===== src/rtl/rv2t_machine_timer_pkg.sv =====
// Shared RV2T machine-timer definitions: register window offsets and reset constants.
package rv2t_machine_timer_pkg;

    typedef enum logic [1:0] {
        MTIMER_MTIME_LO    = 2'd0,
        MTIMER_MTIME_HI    = 2'd1,
        MTIMER_MTIMECMP_LO = 2'd2,
        MTIMER_MTIMECMP_HI = 2'd3
    } mtimer_reg_e;

    // Sized for XLEN up to 64; the timer keeps the low 2*XLEN bits.
    localparam logic [127:0] MTIMER_MTIMECMP_RESET = {128{1'b1}};

    localparam int unsigned MTIMER_PRESCALE_MAX = 65535;
    localparam int unsigned MTIMER_PRESCALE_W   = 16;

endpackage


===== src/rtl/rv2t_machine_timer_if.sv =====
// Register-window bus between the data-memory path and the machine timer.
interface rv2t_machine_timer_if #(
    parameter int unsigned XLEN = 32
) ();
    logic            read_enable;
    logic            write_enable;
    logic [1:0]      addr;
    logic [XLEN-1:0] write_data_in;
    logic            read_en_out;
    logic [XLEN-1:0] read_data_out;

    modport master (
        output read_enable, write_enable, addr, write_data_in,
        input  read_en_out, read_data_out
    );

    modport slave (
        input  read_enable, write_enable, addr, write_data_in,
        output read_en_out, read_data_out
    );
endinterface


===== src/rtl/rv2t_machine_timer_prescaler.sv =====
// Free-running divider: tick is high for one cycle out of every PRESCALE.
module rv2t_timer_prescaler
    import rv2t_machine_timer_pkg::*;
#(
    parameter int unsigned PRESCALE = 1
) (
    input  logic clk,
    input  logic sync_reset,
    output logic tick
);
    localparam logic [MTIMER_PRESCALE_W-1:0] LAST = MTIMER_PRESCALE_W'(PRESCALE - 1);

    logic [MTIMER_PRESCALE_W-1:0] count;

    // With PRESCALE = 1 the count never leaves zero and tick is permanently high.
    assign tick = (count == LAST);

    always_ff @(posedge clk) begin
        if (sync_reset) begin
            count <= '0;
        end else if (tick) begin
            count <= '0;
        end else begin
            count <= count + 1'b1;
        end
    end
endmodule


===== src/rtl/rv2t_machine_timer.sv =====
// RISC-V machine timer: 64-bit mtime/mtimecmp behind a 32-bit register window.
module rv2t_machine_timer
    import rv2t_machine_timer_pkg::*;
#(
    parameter int unsigned PRESCALE = 1,
    parameter int unsigned XLEN     = 32
) (
    input  logic                       clk,
    input  logic                       sync_reset,
    rv2t_machine_timer_if.slave        bus,
    output logic                       timer_triggered
);
    localparam int unsigned TW = 2 * XLEN;

    logic            tick;
    mtimer_reg_e     reg_sel;
    logic [TW-1:0]   mtime;
    logic [TW-1:0]   mtimecmp;
    logic [XLEN-1:0] snap_hi;
    logic            read_valid;
    logic [XLEN-1:0] read_data;

    logic [TW-1:0]   mtime_p0;
    logic [TW-1:0]   mtimecmp_p0;
    logic [XLEN-1:0] snap_hi_p0;
    logic [XLEN-1:0] rdata_p0;
    logic            trig_p0;

    rv2t_timer_prescaler #(
        .PRESCALE (PRESCALE)
    ) u_prescaler (
        .clk        (clk),
        .sync_reset (sync_reset),
        .tick       (tick)
    );

    assign reg_sel = mtimer_reg_e'(bus.addr);

    // A write to either mtime half replaces the increment for that cycle.
    always_comb begin
        mtime_p0    = tick ? mtime + 1'b1 : mtime;
        mtimecmp_p0 = mtimecmp;
        if (bus.write_enable) begin
            case (reg_sel)
                MTIMER_MTIME_LO:    mtime_p0    = {mtime[TW-1:XLEN], bus.write_data_in};
                MTIMER_MTIME_HI:    mtime_p0    = {bus.write_data_in, mtime[XLEN-1:0]};
                MTIMER_MTIMECMP_LO: mtimecmp_p0 = {mtimecmp[TW-1:XLEN], bus.write_data_in};
                MTIMER_MTIMECMP_HI: mtimecmp_p0 = {bus.write_data_in, mtimecmp[XLEN-1:0]};
                default: ;
            endcase
        end
    end

    // Reads see pre-write state; a lo read freezes hi so a later hi read is coherent.
    always_comb begin
        rdata_p0   = '0;
        snap_hi_p0 = snap_hi;
        if (bus.read_enable) begin
            case (reg_sel)
                MTIMER_MTIME_LO: begin
                    rdata_p0   = mtime[XLEN-1:0];
                    snap_hi_p0 = mtime[TW-1:XLEN];
                end
                MTIMER_MTIME_HI:    rdata_p0 = snap_hi;
                MTIMER_MTIMECMP_LO: rdata_p0 = mtimecmp[XLEN-1:0];
                MTIMER_MTIMECMP_HI: rdata_p0 = mtimecmp[TW-1:XLEN];
                default: ;
            endcase
        end
    end

    assign trig_p0 = (mtime_p0 >= mtimecmp_p0);

    // Stage p0 -> registered state and outputs
    always_ff @(posedge clk) begin
        if (sync_reset) begin
            mtime           <= '0;
            mtimecmp        <= MTIMER_MTIMECMP_RESET[TW-1:0];
            snap_hi         <= '0;
            read_valid      <= 1'b0;
            read_data       <= '0;
            timer_triggered <= 1'b0;
        end else begin
            mtime           <= mtime_p0;
            mtimecmp        <= mtimecmp_p0;
            snap_hi         <= snap_hi_p0;
            read_valid      <= bus.read_enable;
            if (bus.read_enable) begin
                read_data <= rdata_p0;
            end
            timer_triggered <= trig_p0;
        end
    end

    assign bus.read_en_out   = read_valid;
    assign bus.read_data_out = read_data;
endmodule


===== src/flat_wrapper.sv =====
// flat-port wrapper written by rule: the top's interface ports become plain ports
module rv2t_machine_timer_flat import rv2t_machine_timer_pkg::*;
#(
    parameter int unsigned PRESCALE = 1,
    parameter int unsigned XLEN     = 32
)
  (clk, sync_reset, timer_triggered, bus_read_enable, bus_write_enable, bus_addr, bus_write_data_in, bus_read_en_out, bus_read_data_out);
  rv2t_machine_timer_if #(.XLEN(XLEN)) bus_i ();
  input  logic clk;
  input  logic sync_reset;
  output logic timer_triggered;
  input wire logic [$bits(bus_i.read_enable)-1:0] bus_read_enable;
  input wire logic [$bits(bus_i.write_enable)-1:0] bus_write_enable;
  input wire logic [$bits(bus_i.addr)-1:0] bus_addr;
  input wire logic [$bits(bus_i.write_data_in)-1:0] bus_write_data_in;
  output wire logic [$bits(bus_i.read_en_out)-1:0] bus_read_en_out;
  output wire logic [$bits(bus_i.read_data_out)-1:0] bus_read_data_out;
  assign bus_i.read_enable = bus_read_enable;
  assign bus_i.write_enable = bus_write_enable;
  assign bus_i.addr = bus_addr;
  assign bus_i.write_data_in = bus_write_data_in;
  assign bus_read_en_out = bus_i.read_en_out;
  assign bus_read_data_out = bus_i.read_data_out;
  rv2t_machine_timer #(.PRESCALE(PRESCALE), .XLEN(XLEN)) u_core (.clk(clk), .sync_reset(sync_reset), .bus(bus_i), .timer_triggered(timer_triggered));
endmodule

===== config.mk =====
export PLATFORM = sky130hd
export DESIGN_NAME = rv2t_machine_timer_flat
export DESIGN_NICKNAME = d
export VERILOG_FILES = /design/src/rtl/rv2t_machine_timer_pkg.sv /design/src/rtl/rv2t_machine_timer_if.sv /design/src/rtl/rv2t_machine_timer_prescaler.sv /design/src/rtl/rv2t_machine_timer.sv /design/src/flat_wrapper.sv
export SDC_FILE = /design/constraint.sdc
export NUM_CORES = 1
export LEC_CHECK = 0
export ABC_AREA = 1
export CAP_MARGIN = 10
export CORE_ASPECT_RATIO = 1.2
export CORE_UTILIZATION = 55
export DETAILED_ROUTE_END_ITERATION = 10
export PLACE_DENSITY = 0.88
export SLEW_MARGIN = 10
export SYNTH_ARGS = -nofsm -noshare
export SYNTH_HDL_FRONTEND = slang
export SYNTH_SLANG_ARGS = --single-unit

===== constraint.sdc =====
create_clock -name clk -period 2.83 [get_ports clk]
set_clock_uncertainty 0.1 [all_clocks]
set_input_delay 0.566 -clock clk [delete_from_list [all_inputs] [get_ports clk]]
set_output_delay 0.566 -clock clk [all_outputs]
set_load 0.01 [all_outputs]

==> results of run 1 <==
-- synthesized netlist by cell type (all sizes together) --
library cell and number:
o211ai 3, inv 202, dfxtp 210, o21a 3, a21oi 130, mux2i 18
buf 24, nor3 20, clkinv 4, ha 67, nand3b 7, nand4 33
a211oi 3, a22oi 3, o31ai 1, a31o 5, nor3b 6, o2111ai 4
o22ai 62, nor2 265, or2 2, xnor2 9, o221ai 8, a31oi 3
a221oi 10, nand3 81, and2 2, o21ai 130, xor2 20, a41oi 11
nand2 503, clkbuf 68
-- repair_timing --
action,4_1_cts
setup endpoints to repair,1
buffers inserted,10
gates resized for setup,59
pin swaps,30
-- layer usage --
layer	overflow	global-route usage
met5	0	0.3411
met4	23	0.6574
met3	3	0.5431
met2	18	0.7997
met1	0	0.6865
-- cells by family after synthesis --
family	Yosys count	share of synthesized area
and+or+nand+nor	919	0.3103
AOI/OAI and AO/OA	376	0.1687
buffers and inverters	298	0.09009
DFF	210	0.3308
adders and majority gates	67	0.06597
xor gates and xnor gates	29	0.01999
muxes	18	0.01418
-- metrics by stage --
stage          utilization  hold WS (ns)  TNS, ns
4_1_cts             0.7734        0.3135  -0.4590
2_1_floorplan            -        0.3307        0
3_5_place_dp        0.7243        0.3533  -0.7246
3_3_place_gp        0.7243        0.3426  -0.6264
==> results.sh, run 1 <==
export IMPL_outcome="did not finish"
export IMPL_lastStage="5_1_grt"
export IMPL_tool_error="[ERROR GRT-0116] Global routing finished with congestion. Check the congestion regions in the DRC Viewer."
export IMPL_numPlacedInstances=2535
export IMPL_die_w_um=140.8
export IMPL_pin_count=72
export IMPL_yosys_area_top_type_share=0.3308
export IMPL_root_buffer="clkbuf_16"
export IMPL_clock_sinks=210
export IMPL_start_util=0.5642
export IMPL_synthesis_area_sq_um=12710
export IMPL_grt_first_pass_wirelength_mm=120.3
export IMPL_die_h_um=168.5
export IMPL_dpl_cell_area_sq_um=16310
export IMPL_synth_top_area_cell="dfxtp_1"
export IMPL_syn_mean_instance_area_sq_um=6.629
export IMPL_dpl_worst_slack_ns=-0.7246
export IMPL_grt_pass1_vias=19957
export IMPL_ys_ff_latch=210
export IMPL_grt_usage=0.6737
export IMPL_syn_inst=1917
export IMPL_place_hpwl_mm=40.43
export IMPL_synth_yosys_warnings=0
export IMPL_grt_max_degree=68
export IMPL_cts_max_level=1
export IMPL_overflow=44
export IMPL_syn_nets=2022
export IMPL_synth_cell_types=49
export IMPL_cts_hold_repair_buffers=0
export IMPL_synth_top_cells_by_area="dfxtp_1, nand2_1, nor2_1"
export IMPL_port_buffers=71
export IMPL_cts_buffers=23
export IMPL_num_rows=60
export IMPL_gp_congestion=1.114
export IMPL_clockBufferDepth=3
export IMPL_synth_seq_area_share=0.3308
==> inputs of run 2 (changes only) <==
CORE_ASPECT_RATIO = unset   (was 1.2)
CORE_UTILIZATION = 40   (was 55)
PLACE_DENSITY = unset   (was 0.88)
PLACE_DENSITY_LB_ADDON = 0.15   (was unset)
clock period = 3.7 ns   (was 2.83 ns; I/O delays follow)
==> run 2 against run 1 <==
The run now ends clean; synthesized cell count is the same; area after synthesis did not move.
==> results.sh, run 2 <==
export IMPL_outcome="finished, final reports clean"
export IMPL_start_kind="register"
export IMPL_layoutNonFillerInstCount=2479
export IMPL_r2r_cells=19
export IMPL_grt_first_pass_wirelength_mm=78.82
export IMPL_synth_top_family_by_area="simple AND/OR/NAND/NOR gates"
export IMPL_synth_simple_area_share=0.3103
export IMPL_cap_violations=0
export IMPL_synth_cell_types=49
export IMPL_setup_viol=0
export IMPL_power_density_nw_per_um2=406.2
export IMPL_cts_tree="done"
export IMPL_ir_drop_uv=412.2
export IMPL_synth_xor_area_share=0.01999
export IMPL_synth_top_area_cell="dfxtp_1"
export IMPL_antenna_found_initial=0
export IMPL_die_w_um=180.2
export IMPL_synth_top_cells_by_area="dfxtp_1, nand2_1, nor2_1"
export IMPL_pin_count=72
export IMPL_wl_per_cell_um=21.26
export IMPL_grt_max_degree=70
export IMPL_root_buffer="clkbuf_16"
export IMPL_wl_mm=52.70
export IMPL_dr_pass1_iters=5
export IMPL_drtIter0Drc=1335
export IMPL_reg2reg_slack_ns=0.17
export IMPL_final_antenna_net_count=0
export IMPL_r2r_end="u_core.timer_triggered"
export IMPL_synthMuxAreaShare=0.01418
export IMPL_synthesis_area_sq_um=12710
export IMPL_power_leakage_nw=7.155
export IMPL_clockBufferDepth=3
export IMPL_nNetsFinal=2168
export IMPL_synth_fa_ha_area_frac=0.06597
export IMPL_diodes=0
export IMPL_crit_end="u_core.timer_triggered"
export IMPL_num_rows=64
export IMPL_cp_max_fo=6
export IMPL_mostFrequentLayoutCells="nand2_1, nor2_1, dfxtp_1"
export IMPL_cts_buffers=26
export IMPL_max_slew_margin=0.4049
export IMPL_grt_pass1_vias=13076
export IMPL_synth_seq_area_share=0.3308
export IMPL_synth_compound_area_share=0.1687
export IMPL_async_reset_ff_frac=0
export IMPL_post_synth_top_count_cell="nand2_1"
export IMPL_drv_slew=0
export IMPL_cp_startpoint="u_core.mtime[47]"
export IMPL_fmax_mhz=283.6
export IMPL_finalCritPeriodShare=0.9531
export IMPL_die_h_um=180.2
export IMPL_clk_latency_ns=0.57
export IMPL_ys_flop_type="dfxtp_1"
export IMPL_worstPathArrival_ns=3.92
export IMPL_gp_congestion=1.025
export IMPL_hold_path_class="register to register"
export IMPL_overflow=0
export IMPL_cts_max_level=1
export IMPL_reg_top3="u_core.mtime x64, u_core.mtimecmp x64"
export IMPL_clk_pin_slew_worst_paths_ns=0.07
export IMPL_layout_commonest_cell="nand2_1"
export IMPL_max_slew_worst_pin_slew_ns=0.8926
export IMPL_synth_edf_count=0
export IMPL_r2r_start="u_core.mtime[47]"
export IMPL_use_met3=0.08226
export IMPL_drive_gt1_frac=0.1243
export IMPL_cp_required_ns=4.09
export IMPL_grt_use_met2=0.4628
export IMPL_syn_inst=1917
export IMPL_drc=0
export IMPL_port_buffers=71
export IMPL_hold_viol_final=0
export IMPL_critical_path_class="register to register"
export IMPL_syn_nets=2022
export IMPL_area_growth_pct=23.62
export IMPL_dieArea_sq_um=32480
export IMPL_fin_tns_setup_ns=0
export IMPL_synth_common_cells="nand2_1, nor2_1, dfxtp_1"
export IMPL_top_usage_layer="met2"
export IMPL_synth_yosys_warnings=0
export IMPL_worstSetupEndpointType="register"
export IMPL_core_sq_um=30910
export IMPL_clock_sinks=210
export IMPL_vias=13783
export IMPL_vias_per_cell=5.560
export IMPL_yosys_area_top_type_share=0.3308
export IMPL_finalCriticalPeriod_ns=3.526
export IMPL_syn_mean_instance_area_sq_um=6.629
export IMPL_place_hpwl_mm=40.55
export IMPL_grt_usage=0.3202
export IMPL_ys_ff_latch=210
export IMPL_start_util=0.4111
export IMPL_gr_usage_met1=0.4605
export IMPL_numPlacedInstances=2429
## run 2: timing repair
item	CTS	global route
hold buffers	0	0
gates resized for setup	0	16
setup buffers	0	2
endpoints found under the setup margin	0	1
## run 2: worst min-delay path by stage
stage	from	end	slack, ns	cells past startpoint
final	u_core.snap_hi[17]	u_core.snap_hi[17]	0.37	2
after global routing	u_core.u_prescaler.count[0]	u_core.u_prescaler.count[0]	0.40	1
after CTS	u_core.snap_hi[17]	u_core.snap_hi[17]	0.37	2
after detailed placement	u_core.snap_hi[17]	u_core.snap_hi[17]	0.36	2
after global placement	u_core.snap_hi[17]	u_core.snap_hi[17]	0.36	2
after floorplan	u_core.snap_hi[17]	u_core.snap_hi[17]	0.33	2
## run 2: layout make-up
cell class / instances / area [sq um]
fill: 3166 / 15200
multi-input combinational: 1409 / 7425
sequential: 210 / 4208
timing repair buffer: 210 / 1882
inverter: 206 / 774.5
clock buffer: 37 / 752.0
tap: 396 / 495.5
clock inverter: 11 / 172.7
## run 2: power breakdown
group	switching [mW]	internal (mW)
logic	0.644	0.431
registers	0.129	2.38
clock network	1.10	1.69
## run 2: cells by family (layout without fill, tap and decap cells)
family          Yosys count  count (layout)
mux                      18              18
fa+ha+maj                67              67
simple gates            919             919
flops                   210             210
xor+xnor                 29              29
compound gates          376             376
buf+inv                 298             464
## run 2: per-stage QoR
| step | power, mW | hold WS [ns] | worst slack (ns) | cell area (sq um) | util |
|---|---|---|---|---|---|
| 3_3_place_gp | 3.596 | 0.3570 | -0.2683 | 14710 | 0.4760 |
| 5_1_grt | 6.611 | 0.4042 | -0.004652 | 15710 | 0.5082 |
| 6_report | 6.380 | 0.3684 | 0.1736 | 15710 | 0.5082 |
| 4_1_cts | 6.378 | 0.3677 | 0.1418 | 15640 | 0.5059 |
| 2_1_floorplan | 3.084 | 0.3307 | 0.5244 | 12710 | - |
| 3_5_place_dp | 3.603 | 0.3589 | -0.2306 | 14710 | 0.4760 |
## run 2: worst max-delay path, stage by stage, from the launching register on
cell     delay (ns)
dfxtp_1        0.56
nand2_1        0.14
nor2_1         0.20
inv_1          0.09
nor2_1         0.13
nand2_1        0.07
nor2_1         0.39
nand3_1        0.18
nand2_1        0.09
nand2_1        0.04
nand2_1        0.07
nand2_1        0.09
ha_1           0.34
nand4_1        0.12
nor3_2         0.17
nand3_1        0.11
or2_2          0.30
nand2_1        0.06
nor2_1         0.04
a21oi_1        0.15
## run 2: metal layers
| layer | part of all wire | up-vias |
|---|---|---|
| met2 | 0.41 | 627 |
| met1 | 0.45 | 6435 |
| met4 | 0.031 | 0 |
| met3 | 0.11 | 96 |
| li1 | - | 6625 |
| met5 | 0 | - |
Note: power is estimated with default switching activity, not from simulation.
==> inputs of run 3 (changes only) <==
--- a/config.mk
+++ b/config.mk
@@ -9,4 +9,5 @@
 export CAP_MARGIN = 10
 export CORE_UTILIZATION = 40
+export CTS_BUF_LIST = sky130_fd_sc_hd__clkbuf_8
 export DETAILED_ROUTE_END_ITERATION = 10
 export PLACE_DENSITY_LB_ADDON = 0.15
==> constraint.sdc (replaced) <==
create_clock -name clk -period 3.7 [get_ports clk]
set_clock_uncertainty 0.1 [all_clocks]
set_input_delay 0.37 -clock clk [delete_from_list [all_inputs] [get_ports clk]]
set_output_delay 0.37 -clock clk [all_outputs]
set_load 0.01 [all_outputs]
==> run 3 against run 2 <==
Via count is 1.6% lower; non-clock buffer count down 50; cell count down 1.5%; clock power fell by 20%; sequential share of layout area up 1.0 points; register-to-register slack better by 0.07 ns; critical path type unchanged; critical endpoint unchanged; highest routed layer is now met5.
==> results.sh, run 3 (synthesized netlist as in run 2, its figures left out) <==
export IMPL_worstPathArrival_ns=3.83
export IMPL_reg_top3="u_core.mtime x64, u_core.mtimecmp x64"
export IMPL_finalCriticalPeriod_ns=3.458
export IMPL_pin_count=72
export IMPL_num_rows=64
export IMPL_path_cells="inv_1 -> ha_1 -> nand2_1 -> nor2_4 -> nand2_4 -> inv_2 -> nand2_1 -> nor2_1 -> xnor2_1 -> nand2_1 -> nand2_1 -> inv_1 -> ha_1 -> nand2_1 -> nor2_1 -> nand4_1 -> nor2_1 -> nor2_1 -> nand2_1 -> nand2_1 -> a21oi_1"
export IMPL_start_kind="register"
export IMPL_power_density_nw_per_um2=379.9
export IMPL_cp_max_fo=8
export IMPL_grt_pass1_vias=12820
export IMPL_hold_ws_ns=0.2828
export IMPL_drive_gt1_frac=0.1089
export IMPL_ir_drop_uv=233.5
export IMPL_power_leakage_nw=6.852
export IMPL_cp_common_cell="nand2_1"
export IMPL_worstSetupEndpointType="register"
export IMPL_clockBufferDepth=3
export IMPL_diodes=0
export IMPL_root_buffer="clkbuf_8"
export IMPL_grt_max_degree=68
export IMPL_cts_buffers=39
export IMPL_cts_max_level=2
export IMPL_vias=13559
export IMPL_crit_family="simple AND/OR/NAND/NOR gates"
export IMPL_gp_congestion=1.008
export IMPL_drtIter0Drc=1242
export IMPL_port_buffers=71
export IMPL_cp_slowest_cell="dfxtp_1"
export IMPL_start_util=0.4111
export IMPL_vias_per_cell=5.550
export IMPL_hold_path_class="input pin to register"
export IMPL_die_w_um=180.2
export IMPL_critical_path_class="register to register"
export IMPL_clk_pin_slew_worst_paths_ns=0.06
export IMPL_overflow=0
export IMPL_hold_viol_final=0
export IMPL_max_stage_delay_ns=0.35
export IMPL_mostFrequentLayoutCells="nand2_1, nor2_1, dfxtp_1"
export IMPL_grt_usage=0.3196
export IMPL_finalPower_mw=5.740
export IMPL_drv_slew=0
export IMPL_setup_viol=0
export IMPL_dieArea_sq_um=32480
export IMPL_drc=0
export IMPL_layout_commonest_cell="nand2_1"
export IMPL_max_slew_worst_pin_slew_ns=0.9374
export IMPL_clk_latency_ns=0.56
export IMPL_die_h_um=180.2
export IMPL_place_hpwl_mm=39.28
export IMPL_fmax_mhz=289.2
export IMPL_cts_tree="done"
export IMPL_core_sq_um=30910
export IMPL_wl_per_cell_um=21.23
export IMPL_nNetsFinal=2131
export IMPL_dr_pass1_iters=7
export IMPL_max_slew_margin=0.3751
export IMPL_area_growth_pct=18.91
export IMPL_cp_buffers_inverters=3
export IMPL_antenna_found_initial=1
export IMPL_clock_sinks=210
export IMPL_cp_required_ns=4.07
export IMPL_final_antenna_net_count=0
export IMPL_wl_mm=51.87
export IMPL_outcome="finished, final reports clean"
export IMPL_finalCritPeriodShare=0.9347
export IMPL_cap_violations=0
export IMPL_grt_first_pass_wirelength_mm=79.21
==> run 3: per-stage QoR <==
stage	setup TNS (ns)	cells	util	setup WS, ns	instance area, sq um
floorplan	0	1917	-	0.7923	12710
global placement	0	2376	0.4611	0.03115	14250
detailed placement	0	2376	0.4611	0.002820	14250
CTS	0	2438	0.4848	0.01464	14990
global route	-0.003185	2443	0.4889	-0.003185	15110
finish	0	2443	0.4889	0.2416	15110
==> run 3: layer usage <==
metal	up-vias	wire length, um	GRT usage
met5	-	9	0
met1	6385	24520	0.4652
li1	6536	-	-
met3	89	4284	0.05598
met4	2	1432	0.09880
met2	547	21620	0.4750
==> run 3: timing repair <==
action,in CTS,in global routing
endpoints found under the hold margin,0,0
hold buffers,0,0
setup endpoints to repair,0,1
resized for setup,0,20
setup buffers,0,5
==> run 3: cell type report <==
| cell class | count | area, sq um |
|---|---|---|
| fillers | 3209 | 15800 |
| multi-input cells | 1409 | 7446 |
| flip-flops and latches | 210 | 4204 |
| repair buffers | 160 | 1456 |
| inverters | 206 | 774.5 |
| clock buffers | 45 | 619.3 |
| well taps | 396 | 495.5 |
| clock inverters | 17 | 115.1 |
==> run 3: worst min-delay path: stages <==
cell and delay, ns:
buf_2 0.14, inv_1 0.14, o22ai_1 0.14, nor2_1 0.10
==> run 3: report_power, final <==
part           leakage, nW  internal (mW)  total [mW]  switching, mW
clock                0.411           1.18        2.23           1.05
sequential            1.72           2.39        2.50          0.119
combinational         4.72          0.375        1.01          0.635
==> run 3: worst paths after layout <==
path	start	endpoint	slack, ns	depth (start not counted)
worst min-delay path	bus_write_enable	u_core.mtime[0]	0.28	4
worst min register to register	u_core.snap_hi[17]	u_core.snap_hi[17]	0.37	2
worst max-delay path	u_core.u_prescaler.count[0]	u_core.timer_triggered	0.24	21
worst max register to register	u_core.u_prescaler.count[0]	u_core.timer_triggered	0.24	21
